`config.mk`:
```
export PLATFORM = sky130hd
export DESIGN_NAME = sl_preceptron_feeder
export DESIGN_NICKNAME = d
export VERILOG_FILES = /design/src/rtl/sl_preceptron_feeder.sv
export SDC_FILE = /design/constraint.sdc
export NUM_CORES = 1
export LEC_CHECK = 0
export BUFFER_PORTS_ARGS = -buffer_cell sky130_fd_sc_hd__buf_2
export CORE_MARGIN = 1
export CORE_UTILIZATION = 55
export DETAILED_ROUTE_END_ITERATION = 7
export HOLD_SLACK_MARGIN = 0.08
export PLACE_DENSITY_LB_ADDON = 0.05
export SYNTH_ARGS = -nofsm -noshare
export SYNTH_HDL_FRONTEND = slang
export SYNTH_SLANG_ARGS = --single-unit
```
`constraint.sdc`:
```
create_clock -name clk -period 2.25 [get_ports clk]
set_input_delay 0.675 -clock clk [delete_from_list [all_inputs] [get_ports clk]]
set_output_delay 0.675 -clock clk [all_outputs]
set_load 0.03 [all_outputs]
```
`src/rtl/sl_preceptron_feeder.sv`:
```
// sl_preceptron_feeder: buffers one byte-stream vector and replays it as a word burst.
// Define SL_FEEDER_FRAME_CHECK_EN to enable s_last framing checks.
module sl_preceptron_feeder #(
    parameter int DATA_IN_LANES = 4,
    parameter int DATA_IN_WIDTH = 8,
    parameter int VECTOR_LENGTH = 64,
    parameter int GAP_CYCLES    = 4,
    parameter int WORDS         = VECTOR_LENGTH / DATA_IN_LANES
) (
    input  logic                                   clk,
    input  logic                                   rst,
    input  logic                                   s_valid,
    output logic                                   s_ready,
    input  logic [DATA_IN_WIDTH-1:0]               s_data,
    input  logic                                   s_last,
    output logic                                   data_valid,
    output logic [DATA_IN_LANES*DATA_IN_WIDTH-1:0] data_in,
    output logic                                   busy,
    output logic [15:0]                            vec_count,
    output logic                                   err_frame,
    output logic [7:0]                             err_count
);
    localparam int WORD_W = DATA_IN_LANES * DATA_IN_WIDTH;
    localparam int IDX_W  = (VECTOR_LENGTH > 1) ? $clog2(VECTOR_LENGTH) : 1;
    localparam int PTR_W  = (WORDS > 1) ? $clog2(WORDS) : 1;
    localparam int GAP_W  = (GAP_CYCLES > 1) ? $clog2(GAP_CYCLES) : 1;

    localparam logic [1:0] FILL  = 2'd0;
    localparam logic [1:0] BURST = 2'd1;
    localparam logic [1:0] GAP   = 2'd2;

    logic [1:0]        state;
    logic [IDX_W-1:0]  idx;
    logic [PTR_W-1:0]  ptr;
    logic [GAP_W-1:0]  gap_cnt;
    logic [WORD_W-1:0] mem [WORDS];
    logic [WORD_W-1:0] first_word;
    logic [PTR_W-1:0]  wr_word;
    int                wr_lane;
    logic              accept;
    logic              last_idx;
    logic              frame_bad;

    assign accept   = s_valid && s_ready;
    assign last_idx = (idx == IDX_W'(VECTOR_LENGTH - 1));
    assign wr_word  = PTR_W'(int'(idx) / DATA_IN_LANES);
    assign wr_lane  = int'(idx) % DATA_IN_LANES;
    assign busy     = (state != FILL);

`ifdef SL_FEEDER_FRAME_CHECK_EN
    assign frame_bad = s_last ^ last_idx;
`else
    logic unused_last;
    assign unused_last = s_last;
    assign frame_bad   = 1'b0;
`endif

    always_ff @(posedge clk) begin
        if (accept)
            mem[wr_word][wr_lane*DATA_IN_WIDTH +: DATA_IN_WIDTH] <= s_data;
    end

    // Word 0 may still be in flight when the final element lands (WORDS == 1).
    always_comb begin
        first_word = mem[0];
        if (wr_word == '0)
            first_word[wr_lane*DATA_IN_WIDTH +: DATA_IN_WIDTH] = s_data;
    end

    always_ff @(posedge clk or posedge rst) begin
        if (rst) begin
            state      <= FILL;
            idx        <= '0;
            ptr        <= '0;
            gap_cnt    <= '0;
            s_ready    <= 1'b0;
            data_valid <= 1'b0;
            data_in    <= '0;
            vec_count  <= '0;
            err_frame  <= 1'b0;
            err_count  <= '0;
        end else begin
            err_frame <= 1'b0;
            case (state)
                FILL: begin
                    s_ready <= 1'b1;
                    if (accept) begin
                        if (frame_bad) begin
                            idx       <= '0;
                            err_frame <= 1'b1;
                            if (err_count != 8'hFF)
                                err_count <= err_count + 1'b1;
                        end else if (last_idx) begin
                            idx        <= '0;
                            ptr        <= '0;
                            state      <= BURST;
                            s_ready    <= 1'b0;
                            data_valid <= 1'b1;
                            data_in    <= first_word;
                        end else begin
                            idx <= idx + 1'b1;
                        end
                    end
                end
                BURST: begin
                    if (ptr == PTR_W'(WORDS - 1)) begin
                        data_valid <= 1'b0;
                        data_in    <= '0;
                        vec_count  <= vec_count + 1'b1;
                        ptr        <= '0;
                        gap_cnt    <= '0;
                        if (GAP_CYCLES == 0) begin
                            state   <= FILL;
                            s_ready <= 1'b1;
                        end else begin
                            state <= GAP;
                        end
                    end else begin
                        ptr     <= ptr + 1'b1;
                        data_in <= mem[ptr + 1'b1];
                    end
                end
                GAP: begin
                    if (gap_cnt == GAP_W'(GAP_CYCLES - 1)) begin
                        state   <= FILL;
                        s_ready <= 1'b1;
                    end else begin
                        gap_cnt <= gap_cnt + 1'b1;
                    end
                end
                default: state <= FILL;
            endcase
        end
    end
endmodule

```
==> summary.md, run 1 <==
| Metric | Value |
|---|---|
| Outcome | completed |
| FF+latch area | 0.0170 mm² |
| Die area | 0.0441 mm² |
| Commonest cells in the netlist | edfxtp_1 (512), mux2i_1 (123), nor2_1 (105) |
| LEAKAGE | 10.0 nW |
| Critical Path RT | 2.74 ns |
| Final setup viols | 0 |
| Post-Place Setup Slack | -0.0787 ns |
| Hold wc startpoint | vec_count[15] |
| RD Place Congestion | a little over 0.8 |
| HPWL after detailed placement | around 35 mm |
| Achievable Freq | 447 MHz |
| H-Tree Depth | 2 |
| Area of the mapped netlist | 0.0238 mm² |
| R2R Path Start | ptr[0] |
| Tot GR Track Use | 25.7% |
| DRT Pass-1 Iters | 5 |
| Number of fill cells | around 2900 |
| Skew final | 0.0157 ns |
| Main synth FF type | edfxtp_1 |
| Detail Route Antenna Nets | 0 |
| Max-slew violations | 0 |
| CTS tree | done |
| Cell area power density | 920 mW/mm² |
| Initial antenna violation count | 2 |
| Initial DRC Count | between 1000 and 1500 |
| Tcrit/Tclk final | 99.5% |
| Slew of the pin with the lowest slew margin | 0.520 ns |
| Synth-to-Final Area Change | 19.4% |
| Antenna cells | 0 |
| Worst setup path category | reg -> reg |
| Worst IR Drop VDD | 0.749 mV |
| PortBufs | 61 |
| Row count | 75 |
| Clk Latency, worst-skew pair | 0.62 ns |
| Met3 Use GR | 3.75% |
| Mapped Avg Cell Area | 16.7 µm² |
| Slew HR | 65.3% |
| Register bit count reported by yosys | 576 |
| P_sw | 6.34 mW |
| Worst EP arrival | 2.73 ns |
| Die H | 210 µm |
| Grt peak-use layer | met2 |
| Syn Inst Count | 1420 |
| Synth warn | 0 |
| Vias per cell | 5.88 |
| Critical path startpoint category | flip-flop |
| Met1 usage | around 36% |
| Setup crit start | ptr[0] |
| Sequential power share | 47.6% |
| Final hold violations | 0 |
| Root Driver | clkbuf_16 |
| Worst flop-to-flop path endpoint | data_in[26] |
| Maxcap violations | 0 |
| Int Pwr | 19.8 mW |
| Worst hold endpoint | vec_count[15] |
| Core ar. | between 0.04 and 0.05 mm² |
| Unrepaired setup endpoints after global routing | yes |
| WL/cell | 24.8 µm |
| Ratio of cells with drive above 1 in the final layout | 27.7% |
| CTS Buf Count | 58 |
| Power share of the combinational group | 13.6% |
| Setup WS post-layout | 0.0113 ns |
| Starting Density | 56.2% |
| CP Capture Type | flip-flop |
| Post-route DRC | 0 |
| Synth top area share | 64.7% |
| Hold Path Cell Cnt | 1 |
| Crit-path max FO | 7 |
| GR Util met2 | 42.2% |
| Total grt overflow | 0 |
| Count leader, synth | edfxtp_1 |
| Clock tree sinks | 576 |
| Ports | 72 |
| Die X | around 210 µm |
| Minimum clock period | between 2 and 2.5 ns |
| Vias in the first global route | 13300 |
| Multi-input combinational cell area | around 0.0064 mm² |
| Post-synth EDFFs | ~510 |
| Final hold slack | 0.462 ns |
| Asr flop ratio synth | 11.1% |
| Switching Fraction | approximately a quarter |
| Via Count | around 13000 |
| Clock Pin Slew Worst Setup and Hold Paths | 0.06 ns |
| Yosys top cell by area | edfxtp_1 |
| Worst Hold Class | reg -> reg |
| First-pass GRT wire length | 82.8 mm |
| Routed WL | about 56 mm |
| Reg2Reg Setup Slack | 0.01 ns |
| Final nets | ~1700 |
| Clock Power Share | 38.9% |
| CTS Buffer Depth | 3 |
| Netlist cell types | 50 |
| Register area share after synthesis | 71.4% |
| Pin count of the biggest net entering global routing | 37 |
| Top cells by area, synth | edfxtp_1 (65%), dfrtp_1 (6.7%), mux2i_1 (5.2%), mux4_2 (3.5%), mux4_1 (3.4%) |
| Worst-case reg-to-reg path depth | 8 |
[placed cells by master (no fill, tap or decap), drive strengths merged, types with 2 or more instances in the layout]
cell type	synthesis	final
edfxtp	512	512
buf	60	237
mux2i	123	123
nor2	106	106
clkbuf	31	82
nand2	69	69
mux4	68	68
dfrtp	64	64
a22oi	58	58
nand3	48	48
a21oi	48	48
mux2	36	36
and2	32	32
a31oi	31	31
a21o	23	23
o21ai	18	18
clkinv	0	18
and3	13	13
xnor2	12	12
nand4	11	11
conb	1	9
bufinv	0	9
clkinvlp	0	8
ha	8	8
xor2	8	8
inv	8	7
nor2b	7	7
nor3b	3	3
and3b	2	2
and4	2	2
nand2b	2	2
or2	2	2
nor3	2	2
o22ai	2	2
[metal layers]
| metal | share of wire [%] | up-vias |
|---|---|---|
| met1 | 43 | 6879 |
| met4 | 2.0 | 2 |
| met3 | 5.9 | 77 |
| li1 | - | 5985 |
| met5 | 0.032 | - |
| met2 | 49 | 384 |
[state kept, by name, summed over array words and instances (netlist names)]
signal,count
mem,512
data_in,32
vec_count,16
idx,6
ptr,4
gap_cnt,2
state,2
data_valid,1
s_ready,1
[power groups by stage]
| stage | clock, mW | combinational [mW] | sequential (mW) |
|---|---|---|---|
| 2_1_floorplan | 0 | 1.90 | 12.7 |
| 3_3_place_gp | 0 | 3.23 | 12.6 |
| 3_5_place_dp | 0 | 3.30 | 12.6 |
| 4_1_cts | 10.3 | 3.37 | 12.4 |
| 5_1_grt | 10.7 | 3.78 | 12.4 |
| 6_report | 10.1 | 3.54 | 12.4 |
[what timing repair did]
| action | in CTS | in global routing |
|---|---|---|
| cloned | 1 | 6 |
| setup buffers | 8 | 8 |
| pin swaps | 1 | 15 |
| hold buffers | 1 | 0 |
| endpoints found under the setup margin | 24 | 32 |
| hold endpoints to repair | 14 | 0 |
| gates resized for setup | 12 | 54 |
[worst max-delay path by stage]
stage / to / slack (ns)
floorplan: mem[0][0] / 0.03
global placement: data_in[24] / -0.05
detailed placement: data_in[25] / -0.08
CTS: busy / 0.002
global route: data_in[30] / -0.04
finish: data_in[26] / 0.01
[cells by family after synthesis]
family | share of synthesized area [%]
DFF | 71.4
adders and majority gates | 0.421
and+or+nand+nor | 6.02
muxes | 13.8
other | 0.0158
buffers and inverters | 2.45
xor gates and xnor gates | 0.816
AOI/OAI and AO/OA | 5.08
[critical path: stages (launching register included)]
cell and delay [ns]:
dfrtp_2 0.43, ha_4 0.30, buf_12 0.16, buf_12 0.15, buf_6 0.10, mux4_2 0.49
mux2_4 0.29, a21oi_2 0.11, a31oi_1 0.08
[cell type report]
type                       instances  share of cell area, %
clock buffer                      76                   5.79
inverter                           8                  0.119
tap                              577                   2.54
timing repair buffer             244                   7.95
clock inverter                    34                   1.42
sequential                       576                   59.8
multi-input combinational        753                   22.4
[stage by stage]
step           power (mW)  area, µm²  TNS, ns  utilization (%)  std cells
2_1_floorplan        14.6      23800        0                -       1428
3_3_place_gp         15.9      25900   -0.348             61.2       2134
3_5_place_dp         15.9      25900   -0.778             61.2       2134
4_1_cts              26.1      28100        0             66.4       2254
5_1_grt              26.9      28400   -0.373             67.1       2268
6_report             26.1      28400        0             67.1       2268
(Power assumes the default switching activity.)
==> inputs of run 2 (changes only) <==
--- a/config.mk
+++ b/config.mk
@@ -12,2 +12,3 @@
 export HOLD_SLACK_MARGIN = 0.08
+export MAX_ROUTING_LAYER = met4
 export PLACE_DENSITY_LB_ADDON = 0.05
==> constraint.sdc (replaced) <==
create_clock -name clk -period 2.7 [get_ports clk]
set_input_delay 0.54 -clock clk [delete_from_list [all_inputs] [get_ports clk]]
set_output_delay 0.54 -clock clk [all_outputs]
set_load 0.03 [all_outputs]
==> run 2 against run 1 <==
  * Final cell count fell by 2.6%
  * First-iteration DRC count barely moved
  * Wire length down 0.70%
  * Hold slack gained 0.019 ns
  * Register-to-register slack better by 0.24 ns
  * Total power is 21% lower
  * Die area unchanged
  * Final area decreased by 4.0%
  * Critical path depth is 2 lower
  * Via count is 1.3% lower
  * Clock power decreased by 24%
  * Non-clock buffer count decreased by 58
  * Critical path type unchanged
  * Largest cell class unchanged
  * Highest routed layer is now met4
==> summary.md, run 2 (synthesis results as in run 1) <==
| Metric | Value |
|---|---|
| First-pass GRT wire length | 84.0 mm (+1.4%) |
| Die X | 210 µm (unchanged) |
| Clk Latency, worst-skew pair | 0.60 ns (-0.02 ns) |
| Maxcap violations | 0 (unchanged) |
| H-Tree Depth | 2 (unchanged) |
| Setup WS post-layout | 0.250 ns (+0.239 ns) |
| Achievable Freq | 408 MHz (-8.6%) |
| Final hold slack | 0.481 ns (+0.0186 ns) |
| Post-cts sizing count | 0 (-12) |
| Root Driver | clkbuf_16 |
| Largest register FFs | 512 (unchanged) |
| Initial antenna violation count | 2 (unchanged) |
| HPWL after detailed placement | 34.6 mm (-0.78%) |
| Vias in the first global route | 13400 (+0.28%) |
| Routed WL | 55.8 mm (-0.70%) |
| Pin count of the biggest net entering global routing | 41 (+11%) |
| Commonest cells after routing, fill and taps aside | edfxtp_1 (512), mux2i_1 (123), buf_4 (111) |
| Final nets | 1602 (-3.6%) |
| Total grt overflow | 0 (unchanged) |
| Row count | 75 (unchanged) |
| Max-slew violations | 0 (unchanged) |
| Critical Path RT | 3.17 ns (+0.43 ns) |
| CTS Buf Count | 57 (-1.7%) |
| Total power | 20.6 mW (-21%) |
| CP Capture Type | flip-flop |
| Initial DRC Count | 1158 (-0.086%) |
| Starting Density | 56.2% (unchanged) |
| Slew of the pin with the lowest slew margin | 0.790 ns (+0.270 ns) |
| Slew HR | 46.9% (-18 points) |
| Hold wc startpoint | s_data[0] |
| Cell area power density | 757 mW/mm² (-18%) |
| Setup TNS | 0 ns (unchanged) |
| Critical path startpoint category | flip-flop |
| Worst EP arrival | 2.92 ns (+0.19 ns) |
| Via Count | 13200 (-1.3%) |
| Detail Route Antenna Nets | 0 (unchanged) |
| Most common cell after layout, fill and taps aside | edfxtp_1 |
| Setup crit start | ptr[1] |
| Post-CTS Setup Bufs | 0 (-8) |
| CTS Buffer Depth | 3 (unchanged) |
| Crit-path max FO | 37 (+30) |
| FF+latch area | 0.0170 mm² (about the same) |
| Worst setup path category | reg -> reg |
| Largest Register | mem |
| LEAKAGE | 9.59 nW (-4.6%) |
| Post-route DRC | 0 (unchanged) |
| RD Place Congestion | 0.834 (+1.4%) |
| Multi-input combinational cell area | 0.00629 mm² (-0.93%) |
| Clock tree sinks | 576 (unchanged) |
| Tcrit/Tclk final | 90.7% (-8.8 points) |
| WL/cell | 25.2 µm (+2.0%) |
| Unrepaired setup endpoints after global routing | no |
| Die H | 210 µm (unchanged) |
| Final hold violations | 0 (unchanged) |
| DRT Pass-1 Iters | 5 (unchanged) |
| Biggest regs | mem (512), data_in (32), vec_count (16) |
| Ports | 72 (unchanged) |
| R2R Path Start | ptr[1] |
| Vias per cell | 5.96 (+1.4%) |
| Ratio of cells with drive above 1 in the final layout | 21.9% (-5.8 points) |
| Synth-to-Final Area Change | 14.6% |
| Outcome | completed |
| CTS tree | done |
| Worst Hold Class | in -> reg |
| Post-Place Setup Slack | 0.280 ns (+0.359 ns) |
| Minimum clock period | 2.45 ns (+0.211 ns) |
| Design area | 0.0272 mm² (-4.0%) |
| Final setup viols | 0 (unchanged) |
| Number of fill cells | 3098 (+6.2%) |
| Skew final | 0.00922 ns (-0.00651 ns) |
| PortBufs | 61 (unchanged) |
| Die area | 0.0441 mm² (unchanged) |
| Core ar. | 0.0423 mm² (unchanged) |
| Clock Pin Slew Worst Setup and Hold Paths | 0.06 ns (about the same) |
| Tot GR Track Use | 27.0% (+1.2 points) |
| Worst IR Drop VDD | 0.560 mV (-25%) |
| Dpl cell area | 0.0254 mm² (-1.8%) |
run 2: changes by cell type in the layout (fill, tap and decap cells not counted), sizes merged:
cell,before,now
bufinv,9,6
clkbuf,82,69
clkinv,18,29
clkinvlp,8,1
diode,0,4
buf,237,185
run 2: layer usage:
| layer | GRT usage (%) | share of wire, % | vias up |
|---|---|---|---|
| met2 | 42.4 | 49 | 396 |
| met1 | 37.2 | 43 | 6800 |
| met5 | - | 0 | - |
| met4 | 7.58 | 2.2 | 0 |
| li1 | - | - | 5869 |
| met3 | 4.01 | 5.7 | 85 |
run 2: through the flow:
step | instances | util [%]
final | 2208 | 64.4
after global routing | 2206 | 64.4
after CTS | 2204 | 64.4
after detailed placement | 2099 | 60.1
after global placement | 2099 | 60.1
after floorplan | 1428 | -
run 2: final timing paths:
kind | endpoint | slack (ns) | cells past startpoint
max | data_in[7] | 0.25 | 6
min | data_in[0] | 0.48 | 4
max reg2reg | data_in[7] | 0.25 | 6
min reg2reg | vec_count[15] | 0.49 | 1
max in group asynchronous | ptr[0] | 1.44 | 4
min in group asynchronous | vec_count[8] | 0.60 | 3
run 2: layout make-up:
| cell class | instances | share of cell area (%) |
|---|---|---|
| well taps | 577 | 2.65 |
| repair buffers | 186 | 5.17 |
| multi-input cells | 753 | 23.1 |
| diodes | 4 | 0.0367 |
| clock inverters | 35 | 1.15 |
| flip-flops and latches | 576 | 62.3 |
| inverters | 8 | 0.115 |
| clock buffers | 69 | 5.47 |
run 2: what timing repair did:
action	CTS	global route
setup endpoints to repair	0	0
hold buffers	1	0
hold endpoints to repair	22	0
run 2: report_power, final:
group	internal, mW	switching [mW]	total, mW
Combinational	0.873	1.66	2.53
Sequential	10.2	0.199	10.4
Clock	4.47	3.23	7.71
run 2: worst max-delay path, cell delays in order (launching register included):
cell     delay (ns)
dfrtp_1        0.42
ha_4           0.39
buf_12         0.28
mux4_1         0.61
mux2_2         0.27
a21oi_1        0.20
a31oi_1        0.12
